## src/rtl/mem_arb_pkg.sv

```systemverilog
// Shared types and constants for the memory bus arbiter.
// Used by the arbiter and by the decode logic (LDR/STR opcodes).
package mem_arb_pkg;

  typedef enum logic [1:0] {
    IDLE   = 2'd0,
    ACCESS = 2'd1,
    DONE   = 2'd2
  } state_e;

  typedef enum logic {
    OWN_IF = 1'b0,
    OWN_DM = 1'b1
  } owner_e;

  localparam logic RW_READ  = 1'b1;
  localparam logic RW_WRITE = 1'b0;

  localparam logic [3:0] OP_LDR = 4'b1101;
  localparam logic [3:0] OP_STR = 4'b1110;

  function automatic logic [15:0] sat_inc16(
    input logic [15:0] v
  );
    return (v == 16'hFFFF) ? v : v + 16'd1;
  endfunction

endpackage

```

## src/rtl/mem_bus_arbiter_timer.sv

```systemverilog
// Loadable down-counter with zero flag.
// Counts the remaining cycles of one bus access.
module mem_lat_timer #(
  parameter int MEM_LAT = 1
) (
  input  logic clk,
  input  logic rst_n,
  input  logic load,
  input  logic dec,
  output logic zero
);

  localparam logic [3:0] LOAD_VAL = 4'(MEM_LAT - 1);

  logic [3:0] cnt_q;
  logic [3:0] cnt_d;

  always_comb begin
    cnt_d = cnt_q;
    if (load) begin
      cnt_d = LOAD_VAL;
    end else if (dec && (cnt_q != 4'd0)) begin
      cnt_d = cnt_q - 4'd1;
    end
  end

  always_ff @(posedge clk or negedge rst_n) begin
    if (!rst_n) begin
      cnt_q <= 4'd0;
    end else begin
      cnt_q <= cnt_d;
    end
  end

  assign zero = (cnt_q == 4'd0);

endmodule

```

## src/rtl/mem_bus_arbiter.sv

```systemverilog
// Fetch/data arbiter for the single external memory bus.
// Optional perf counters: define MEM_ARB_PERF_CNT_EN.
module mem_bus_arbiter
  import mem_arb_pkg::*;
#(
  parameter int MEM_LAT        = 1,
  parameter int MAX_DATA_BURST = 4
) (
  input  logic        clk,
  input  logic        rst_n,
  input  logic        if_req,
  input  logic [7:0]  if_addr,
  output logic        if_ack,
  output logic [31:0] if_rdata,
  input  logic        dm_req,
  input  logic        dm_we,
  input  logic [15:0] dm_addr,
  input  logic [31:0] dm_wdata,
  output logic        dm_ack,
  output logic [31:0] dm_rdata,
  output logic        mem_en,
  output logic        mem_rw,
  output logic [15:0] mem_addr,
  output logic [31:0] mem_wdata,
  input  logic [31:0] mem_rdata,
`ifdef MEM_ARB_PERF_CNT_EN
  output logic [15:0] perf_if_cnt,
  output logic [15:0] perf_dm_cnt,
  output logic [15:0] perf_stall_cnt,
`endif
  output logic        busy
);

  localparam logic [3:0] BURST_MAX = 4'(MAX_DATA_BURST);

  state_e      state_q, state_d;
  owner_e      owner_q, owner_d;
  logic        mem_en_q, mem_en_d;
  logic        mem_rw_q, mem_rw_d;
  logic [15:0] addr_q, addr_d;
  logic [31:0] wdata_q, wdata_d;
  logic [3:0]  burst_q, burst_d;
  logic        if_ack_q, if_ack_d;
  logic        dm_ack_q, dm_ack_d;
  logic [31:0] if_rdata_q, if_rdata_d;
  logic [31:0] dm_rdata_q, dm_rdata_d;

  logic        tmr_load;
  logic        tmr_dec;
  logic        lat_zero;
  logic        if_grant;
  logic        dm_grant;
  logic        burst_full;

  mem_lat_timer #(
    .MEM_LAT (MEM_LAT)
  ) u_timer (
    .clk   (clk),
    .rst_n (rst_n),
    .load  (tmr_load),
    .dec   (tmr_dec),
    .zero  (lat_zero)
  );

  // Data has priority until it has starved a waiting fetch long enough.
  assign burst_full = (burst_q == BURST_MAX);
  assign dm_grant   = (state_q == IDLE) && dm_req && !(if_req && burst_full);
  assign if_grant   = (state_q == IDLE) && if_req && !dm_grant;

  always_comb begin
    state_d    = state_q;
    owner_d    = owner_q;
    mem_en_d   = mem_en_q;
    mem_rw_d   = mem_rw_q;
    addr_d     = addr_q;
    wdata_d    = wdata_q;
    burst_d    = burst_q;
    if_ack_d   = 1'b0;
    dm_ack_d   = 1'b0;
    if_rdata_d = if_rdata_q;
    dm_rdata_d = dm_rdata_q;
    tmr_load   = 1'b0;
    tmr_dec    = 1'b0;

    unique case (state_q)
      IDLE: begin
        if (!if_req) begin
          burst_d = 4'd0;
        end
        if (dm_grant) begin
          owner_d  = OWN_DM;
          addr_d   = dm_addr;
          mem_rw_d = dm_we ? RW_WRITE : RW_READ;
          wdata_d  = dm_wdata;
          if (if_req && !burst_full) begin
            burst_d = burst_q + 4'd1;
          end
        end else if (if_grant) begin
          owner_d  = OWN_IF;
          addr_d   = {8'h00, if_addr};
          mem_rw_d = RW_READ;
          burst_d  = 4'd0;
        end
        if (dm_grant || if_grant) begin
          mem_en_d = 1'b1;
          tmr_load = 1'b1;
          state_d  = ACCESS;
        end
      end

      ACCESS: begin
        tmr_dec = 1'b1;
        if (lat_zero) begin
          state_d  = DONE;
          mem_en_d = 1'b0;
          mem_rw_d = RW_READ;
          if (owner_q == OWN_IF) begin
            if_ack_d   = 1'b1;
            if_rdata_d = mem_rdata;
          end else begin
            dm_ack_d = 1'b1;
            if (mem_rw_q == RW_READ) begin
              dm_rdata_d = mem_rdata;
            end
          end
        end
      end

      DONE: begin
        state_d = IDLE;
      end

      default: begin
        state_d  = IDLE;
        mem_en_d = 1'b0;
        mem_rw_d = RW_READ;
      end
    endcase
  end

  always_ff @(posedge clk or negedge rst_n) begin
    if (!rst_n) begin
      state_q    <= IDLE;
      owner_q    <= OWN_IF;
      mem_en_q   <= 1'b0;
      mem_rw_q   <= RW_READ;
      addr_q     <= 16'h0000;
      wdata_q    <= 32'h0;
      burst_q    <= 4'd0;
      if_ack_q   <= 1'b0;
      dm_ack_q   <= 1'b0;
      if_rdata_q <= 32'h0;
      dm_rdata_q <= 32'h0;
    end else begin
      state_q    <= state_d;
      owner_q    <= owner_d;
      mem_en_q   <= mem_en_d;
      mem_rw_q   <= mem_rw_d;
      addr_q     <= addr_d;
      wdata_q    <= wdata_d;
      burst_q    <= burst_d;
      if_ack_q   <= if_ack_d;
      dm_ack_q   <= dm_ack_d;
      if_rdata_q <= if_rdata_d;
      dm_rdata_q <= dm_rdata_d;
    end
  end

  assign mem_en    = mem_en_q;
  assign mem_rw    = mem_rw_q;
  assign mem_addr  = addr_q;
  assign mem_wdata = wdata_q;
  assign if_ack    = if_ack_q;
  assign dm_ack    = dm_ack_q;
  assign if_rdata  = if_rdata_q;
  assign dm_rdata  = dm_rdata_q;
  assign busy      = (state_q != IDLE);

`ifdef MEM_ARB_PERF_CNT_EN
  logic [15:0] perf_if_q, perf_if_d;
  logic [15:0] perf_dm_q, perf_dm_d;
  logic [15:0] perf_st_q, perf_st_d;
  logic        if_stall;

  // A fetch stalls whenever it is asserted but not being granted right now.
  assign if_stall = if_req && !if_grant;

  always_comb begin
    perf_if_d = perf_if_q;
    perf_dm_d = perf_dm_q;
    perf_st_d = perf_st_q;
    if (state_q == DONE) begin
      if (owner_q == OWN_IF) begin
        perf_if_d = sat_inc16(perf_if_q);
      end else begin
        perf_dm_d = sat_inc16(perf_dm_q);
      end
    end
    if (if_stall) begin
      perf_st_d = sat_inc16(perf_st_q);
    end
  end

  always_ff @(posedge clk or negedge rst_n) begin
    if (!rst_n) begin
      perf_if_q <= 16'h0;
      perf_dm_q <= 16'h0;
      perf_st_q <= 16'h0;
    end else begin
      perf_if_q <= perf_if_d;
      perf_dm_q <= perf_dm_d;
      perf_st_q <= perf_st_d;
    end
  end

  assign perf_if_cnt    = perf_if_q;
  assign perf_dm_cnt    = perf_dm_q;
  assign perf_stall_cnt = perf_st_q;
`endif

endmodule

```

## config.mk

```make
export PLATFORM = sky130hd
export DESIGN_NAME = mem_bus_arbiter
export DESIGN_NICKNAME = d
export VERILOG_FILES = /design/src/rtl/mem_arb_pkg.sv /design/src/rtl/mem_bus_arbiter_timer.sv /design/src/rtl/mem_bus_arbiter.sv
export SDC_FILE = /design/constraint.sdc
export NUM_CORES = 1
export LEC_CHECK = 0
export BUFFER_PORTS_ARGS = -buffer_cell sky130_fd_sc_hd__buf_2
export CAP_MARGIN = 20
export CORE_ASPECT_RATIO = 0.9
export CORE_MARGIN = 4
export CORE_UTILIZATION = 47
export DETAILED_ROUTE_END_ITERATION = 8
export GPL_ROUTABILITY_DRIVEN = 0
export GPL_TIMING_DRIVEN = 0
export HOLD_SLACK_MARGIN = 0.06
export PLACE_DENSITY = 0.77
export SLEW_MARGIN = 20
export SYNTH_ARGS = -nofsm -noshare
export SYNTH_HDL_FRONTEND = slang
export SYNTH_SLANG_ARGS = --single-unit
```

## constraint.sdc

```tcl
create_clock -name clk -period 2.2 [get_ports clk]
set_input_delay 0.44 -clock clk [delete_from_list [all_inputs] [get_ports clk]]
set_output_delay 0.44 -clock clk [all_outputs]
set_load 0.02 [all_outputs]
```

==> results of run 1 <==
==> logic make-up after synthesis <==
| family | count (synthesis) |
|---|---|
| buffers and inverters | 33 |
| adder cells (fa/ha/maj) | 4 |
| multiplexers | 99 |
| AO/OA/AOI/OAI | 50 |
| AND/OR/NAND/NOR | 28 |
| flip-flops | 127 |
==> state kept, by name, summed over array words and instances, names as in the netlist <==
signal and flops:
if_ack 1, mem_wdata 32, mem_en 1, dm_rdata 32, state_q 2, if_rdata 32, mem_rw 1, mem_addr 16
burst_q 4, dm_ack 1, owner_q 1, u_timer.cnt_q 4
==> cell usage in the layout, fill, tap and decap left out, types with 3 or more instances in the layout <==
master / count
mux2_2: 80
inv_1: 14
buf_6: 6
bufinv_16: 5
buf_2: 214
o2111ai_1: 8
dfrtp_1: 126
o21ai_0: 14
nand3_1: 5
a22o_1: 8
nand2_1: 6
o22ai_1: 3
mux2_1: 16
ha_1: 4
clkbuf_1: 4
clkbuf_16: 17
mux2i_1: 3
o211ai_1: 8
buf_4: 3
==> area by class of cell <==
type                       count  area share
buffer                        18      0.0188
tap                          129      0.0229
inverter                      15     0.00799
timing repair buffer         217       0.165
clock inverter                13      0.0298
clock buffer                  18      0.0623
sequential                   127       0.451
multi-input combinational    181       0.242
==> worst max-delay path, delay by kind of cell (launching register included) <==
kind          cells  cell delay [ps]
simple gates      2              480
fa+ha+maj         1              160
flops             1              400
buf+inv           4              570
mux               1              350
==> routing by layer <==
layer,part of all wire,up-vias
li1,-,1712
met1,0.41,1809
met2,0.48,201
met3,0.10,18
met4,0.014,0
met5,0,-
==> power by group <==
part	internal, mW	switching [mW]
Combinational	2.12	2.86
Sequential	3.47	0.593
Clock	2.04	1.03
Total	7.63	4.48
==> final timing paths <==
kind                            cells after the start           end             start
worst max-delay path                                8  dm_rdata[15]  u_timer.cnt_q[0]
worst min-delay path                                2        mem_rw             dm_we
worst max register to register                      8  dm_rdata[15]  u_timer.cnt_q[0]
worst min register to register                      1  if_rdata[22]      if_rdata[22]
max in group asynchronous                           3        mem_rw             rst_n
min in group asynchronous                           2  dm_rdata[25]             rst_n
==> stage by stage <==
step                      instances  setup TNS (ps)  setup slack [ps]
after floorplan                 341               0               208
after global routing            718               0              3.98
final                           718               0               109
after detailed placement        680           -1610             -51.6
after CTS                       717               0              4.85
after global placement          679          -99540              -793
==> what timing repair did <==
item	in CTS	in global routing
buffers inserted	4	1
hold endpoints to repair	61	0
cloned	1	0
resized for setup	2	8
setup endpoints to repair	60	57
hold buffers	1	0
pin swaps	2	1
==> impl_metrics.tcl, run 1 <==
set metrics [dict create \
    syn_area_um2 5050 \
    synthArstFlopShare 1.00 \
    hpwlAfterDp_mm 9.26 \
    grt.overflow.total 0 \
    finalPower_mw 12.1 \
    worst-endpoint-required_ps 2480 \
    ctsLongestPathBuffers 2 \
    vias_per_cell 5.21 \
    route.vias.total 3740 \
    clkTransAtPathRegs_ps 60 \
    slowest_stage "dfrtp_1" \
    r2r_slack_ps 110 \
    drtIter0Drc 230 \
    synthTopCellsByCount "dfrtp_1 (126), mux2_2 (80), mux2_1 (16)" \
    slew_headroom 0.421 \
    syn_inst 341 \
    routed_wl_mm 12.7 \
    ant_nets 0 \
    num_rows 35 \
    ys_ff_latch 127 \
    end_kind "flop" \
    hold_path_class "in -> reg" \
    grt_pass1_vias 4001 \
    maxSlewViolCount 0 \
    diodes 0 \
    cts_made_buffers 17 \
    drive_above_1_share 0.591 \
    whs_ps 196 \
    fin_crit_ps 2090 \
    placed_cell_area_um2 6290 \
    wl_per_cell_um 17.7 \
    clock_latency_ps 400 \
    drt_first_pass_iters 4 \
    io_pins 210 \
    port_buffers 209 \
    synthAdderAreaFrac 0.00991 \
    grt_busiest_layer "met2" \
    synth.most_common_cell "dfrtp_1" \
    synth_seq_area_share 0.629 \
    cts_tree "done" \
    grt_max_degree 67 \
    utilization 0.679 \
    coreArea_um2 10400 \
    multiInputGateArea_um2 1700 \
    fin_crit_sh 0.950 \
    start_util 0.487 \
    final_nets 674 \
    drv_cap 0 \
    cts.sinks 127 \
    stdcell_area_um2 7050 \
    area_delta_synth_final_pct 39.5 \
    status "completed" \
    tightest_slew_ps 863 \
    seq_area_um2 3180 \
    ys_top_cells_by_area "dfrtp_1 (62%), mux2_2 (18%), mux2_1 (3.6%), a22o_1 (1.4%), o2111ai_1 (1.4%)" \
    synth.mux.area_fraction 0.220 \
    powerDensity_nw_per_um2 1720 \
    antenna_found_initial 0 \
    clock.fmax_mhz 478 \
    hold_viol 0 \
    cp.arrival_ps 2380 \
    yosys.area_share.simple 0.0344 \
    synth_cell_types 36 \
    grtUsageMet3 0.0848 \
    power_leakage_nw 3.45 \
    synth_warnings 0 \
    track_usage 0.207 \
    fillers 779 \
    fin_skew_ps 6.96 \
    grt_pass1_wl_mm 19.8 \
    critical-path-max-stage-delay_ps 400 \
    max-vdd-ir-drop_mv 0.977 \
    report.final.setup_viol 0 \
    cts_max_level 4 \
    worstSetupPathType "reg -> reg" \
    syn-num-nets 438 \
    synth_compound_area_frac 0.0713 \
    chipHeight_um 106 \
    use_met1 0.243 \
    synth_edf_count 0 \
    grt_util_met2 0.339 \
    root_buffer "clkbuf_16" \
    rsz0062_at_grt "false" \
    synth_top_area_frac 0.624 \
    avgSynthCellArea_um2 14.8 \
    synth_xor_xnor_area_share 0 \
    die_w_um 117 \
    drc_errors 0 \
    yosys.area.top_type "dfrtp_1" \
    crit_fanout 10 \
    synth_top_family_by_area "multiplexers" \
    yosys_most_used_dff "dfrtp_1" \
    cp_cell_sequence "inv_2 > ha_1 > or3b_1 > clkbuf_4 > nor3_4 > buf_12 > buf_6 > mux2_2" \
    dieArea_um2 12500 \
    cp-start-kind "flop" \
]
No activity file was read; power rests on OpenSTA's default activity.
==> run 2: changes to the inputs <==
- SETUP_SLACK_MARGIN: not set -> 0.3
==> run 2 against run 1 <==
Compared with the run above:
- count of clock-buffer cells in the layout decreased by 1
- register-to-register slack improved by 70 ps
- highest routed layer unchanged
- utilization increased by 4.2 points
- total power increased by 5.7%
- worst hold slack improved by 4.6 ps
- global-route usage decreased by 0.29 points
- die area unchanged
- worst setup slack improved by 67 ps
==> impl_metrics.tcl, run 2 (synthesis gave the netlist of run 1 again) <==
set metrics [dict create \
    grt.overflow.total 0 \
    drv_cap 0 \
    slowest_stage "dfrtp_1" \
    port_buffers 209 \
    antenna_found_initial 0 \
    drc_errors 0 \
    layout_common_cells "buf_2 (210), dfrtp_1 (124), mux2_4 (57)" \
    pwr-share-comb 0.457 \
    clock.fmax_mhz 494 \
    cts.sinks 127 \
    critical-path-max-stage-delay_ps 380 \
    hpwlAfterDp_mm 9.23 \
    utilization 0.721 \
    grt_max_degree 69 \
    clkTransAtPathRegs_ps 60 \
    coreArea_um2 10400 \
    drtIter0Drc 205 \
    tightest_slew_ps 688 \
    grt_pass1_vias 3922 \
    grt_pass1_wl_mm 19.8 \
    cts_tree "done" \
    report.final.setup_viol 0 \
    clock_latency_ps 410 \
    vias_per_cell 5.15 \
    crit_fanout 7 \
    status "completed" \
    chipHeight_um 106 \
    hold_path_class "in -> reg" \
    intPower_mw 8.06 \
    cts_made_buffers 17 \
    diodes 0 \
    switchingPower_mw 4.74 \
    final_common_cell "buf_2" \
    p_clk_frac 0.219 \
    pwr-share-seq 0.323 \
    wl_per_cell_um 19.0 \
    power_leakage_nw 3.71 \
    fin_skew_ps 12.8 \
    dieArea_um2 12500 \
    cp.arrival_ps 2310 \
    start_util 0.487 \
    rsz0062_at_grt "true" \
    powerDensity_nw_per_um2 1710 \
    fin_tns_setup_ps 0 \
    root_buffer "clkbuf_16" \
    maxSlewViolCount 0 \
    die_w_um 117 \
    fin_crit_ps 2020 \
    max-vdd-ir-drop_mv 0.924 \
    finalPower_mw 12.8 \
    cp_cell_sequence "inv_2 > ha_4 > or3b_4 > buf_6 > nor3_4 > buf_8 > clkbuf_16 > mux2_4" \
    cp_top_family "buffers and inverters" \
    ant_nets 0 \
    path_buf_inv 4 \
    ctsLongestPathBuffers 2 \
    num_rows 35 \
    route.vias.total 3763 \
    fin_crit_sh 0.920 \
    final_nets 686 \
    hold_viol 0 \
    track_usage 0.204 \
    drt_first_pass_iters 4 \
    end_kind "flop" \
    slew_headroom 0.538 \
    worst-endpoint-required_ps 2490 \
    cts_max_level 4 \
    worstSetupPathType "reg -> reg" \
    routed_wl_mm 13.9 \
    area_delta_synth_final_pct 48.1 \
    fillers 686 \
    drive_above_1_share 0.636 \
    cp-start-kind "flop" \
    io_pins 210 \
    swShare 0.370 \
]
run 2: worst paths after layout:
check,slack [ps],cells after the start,start,to
max,180,8,u_timer.cnt_q[1],dm_rdata[7]
min,200,2,dm_we,mem_rw
max reg2reg,180,8,u_timer.cnt_q[1],dm_rdata[7]
min reg2reg,480,1,mem_en,mem_en
max in group asynchronous,830,3,rst_n,mem_addr[8]
min in group asynchronous,640,2,rst_n,dm_rdata[1]
run 2: cell type report:
type / count / area [um^2] / share of cell area
flip-flops and latches: 127 / 3180 / 0.425
inverters: 15 / 56.3 / 0.00753
clock inverters: 14 / 170 / 0.0227
clock buffers: 17 / 425 / 0.0569
multi-input cells: 181 / 1930 / 0.258
repair buffers: 229 / 1360 / 0.181
plain buffers: 18 / 199 / 0.0266
well taps: 129 / 161 / 0.0216
run 2: power by group through the flow:
stage               Clock, mW  Combinational, mW  Sequential [mW]
floorplan                   0               1.89             5.38
global placement            0               4.85             4.02
detailed placement          0               4.96             4.09
CTS                      2.85               5.18             4.08
global route             2.97               6.22             4.27
finish                   2.81               5.85             4.14
run 2: per-layer routing:
metal / up-vias / part of all wire / global-route usage
met5: - / 0 / 0
met4: 0 / 0.015 / 0.0713
met3: 15 / 0.098 / 0.0757
met2: 186 / 0.48 / 0.325
met1: 1835 / 0.41 / 0.254
li1: 1727 / - / -
run 2: timing repair:
item / 4_1_cts / 5_1_grt
hold buffers: 1 / 0
buffers inserted: 9 / 3
endpoints found under the setup margin: 95 / 87
pin swaps: 3 / 3
cloned: 1 / 5
hold endpoints to repair: 28 / 0
gates resized for setup: 19 / 70
run 2: metrics by stage:
step / setup slack, ps / std cells / cell area [um^2] / hold slack, ps
floorplan: 260 / 341 / 5080 / 144
global placement: -849 / 679 / 6290 / 461
detailed placement: 39.0 / 680 / 6330 / 469
CTS: 148 / 722 / 7090 / 190
global route: 112 / 730 / 7480 / 187
finish: 176 / 730 / 7480 / 200
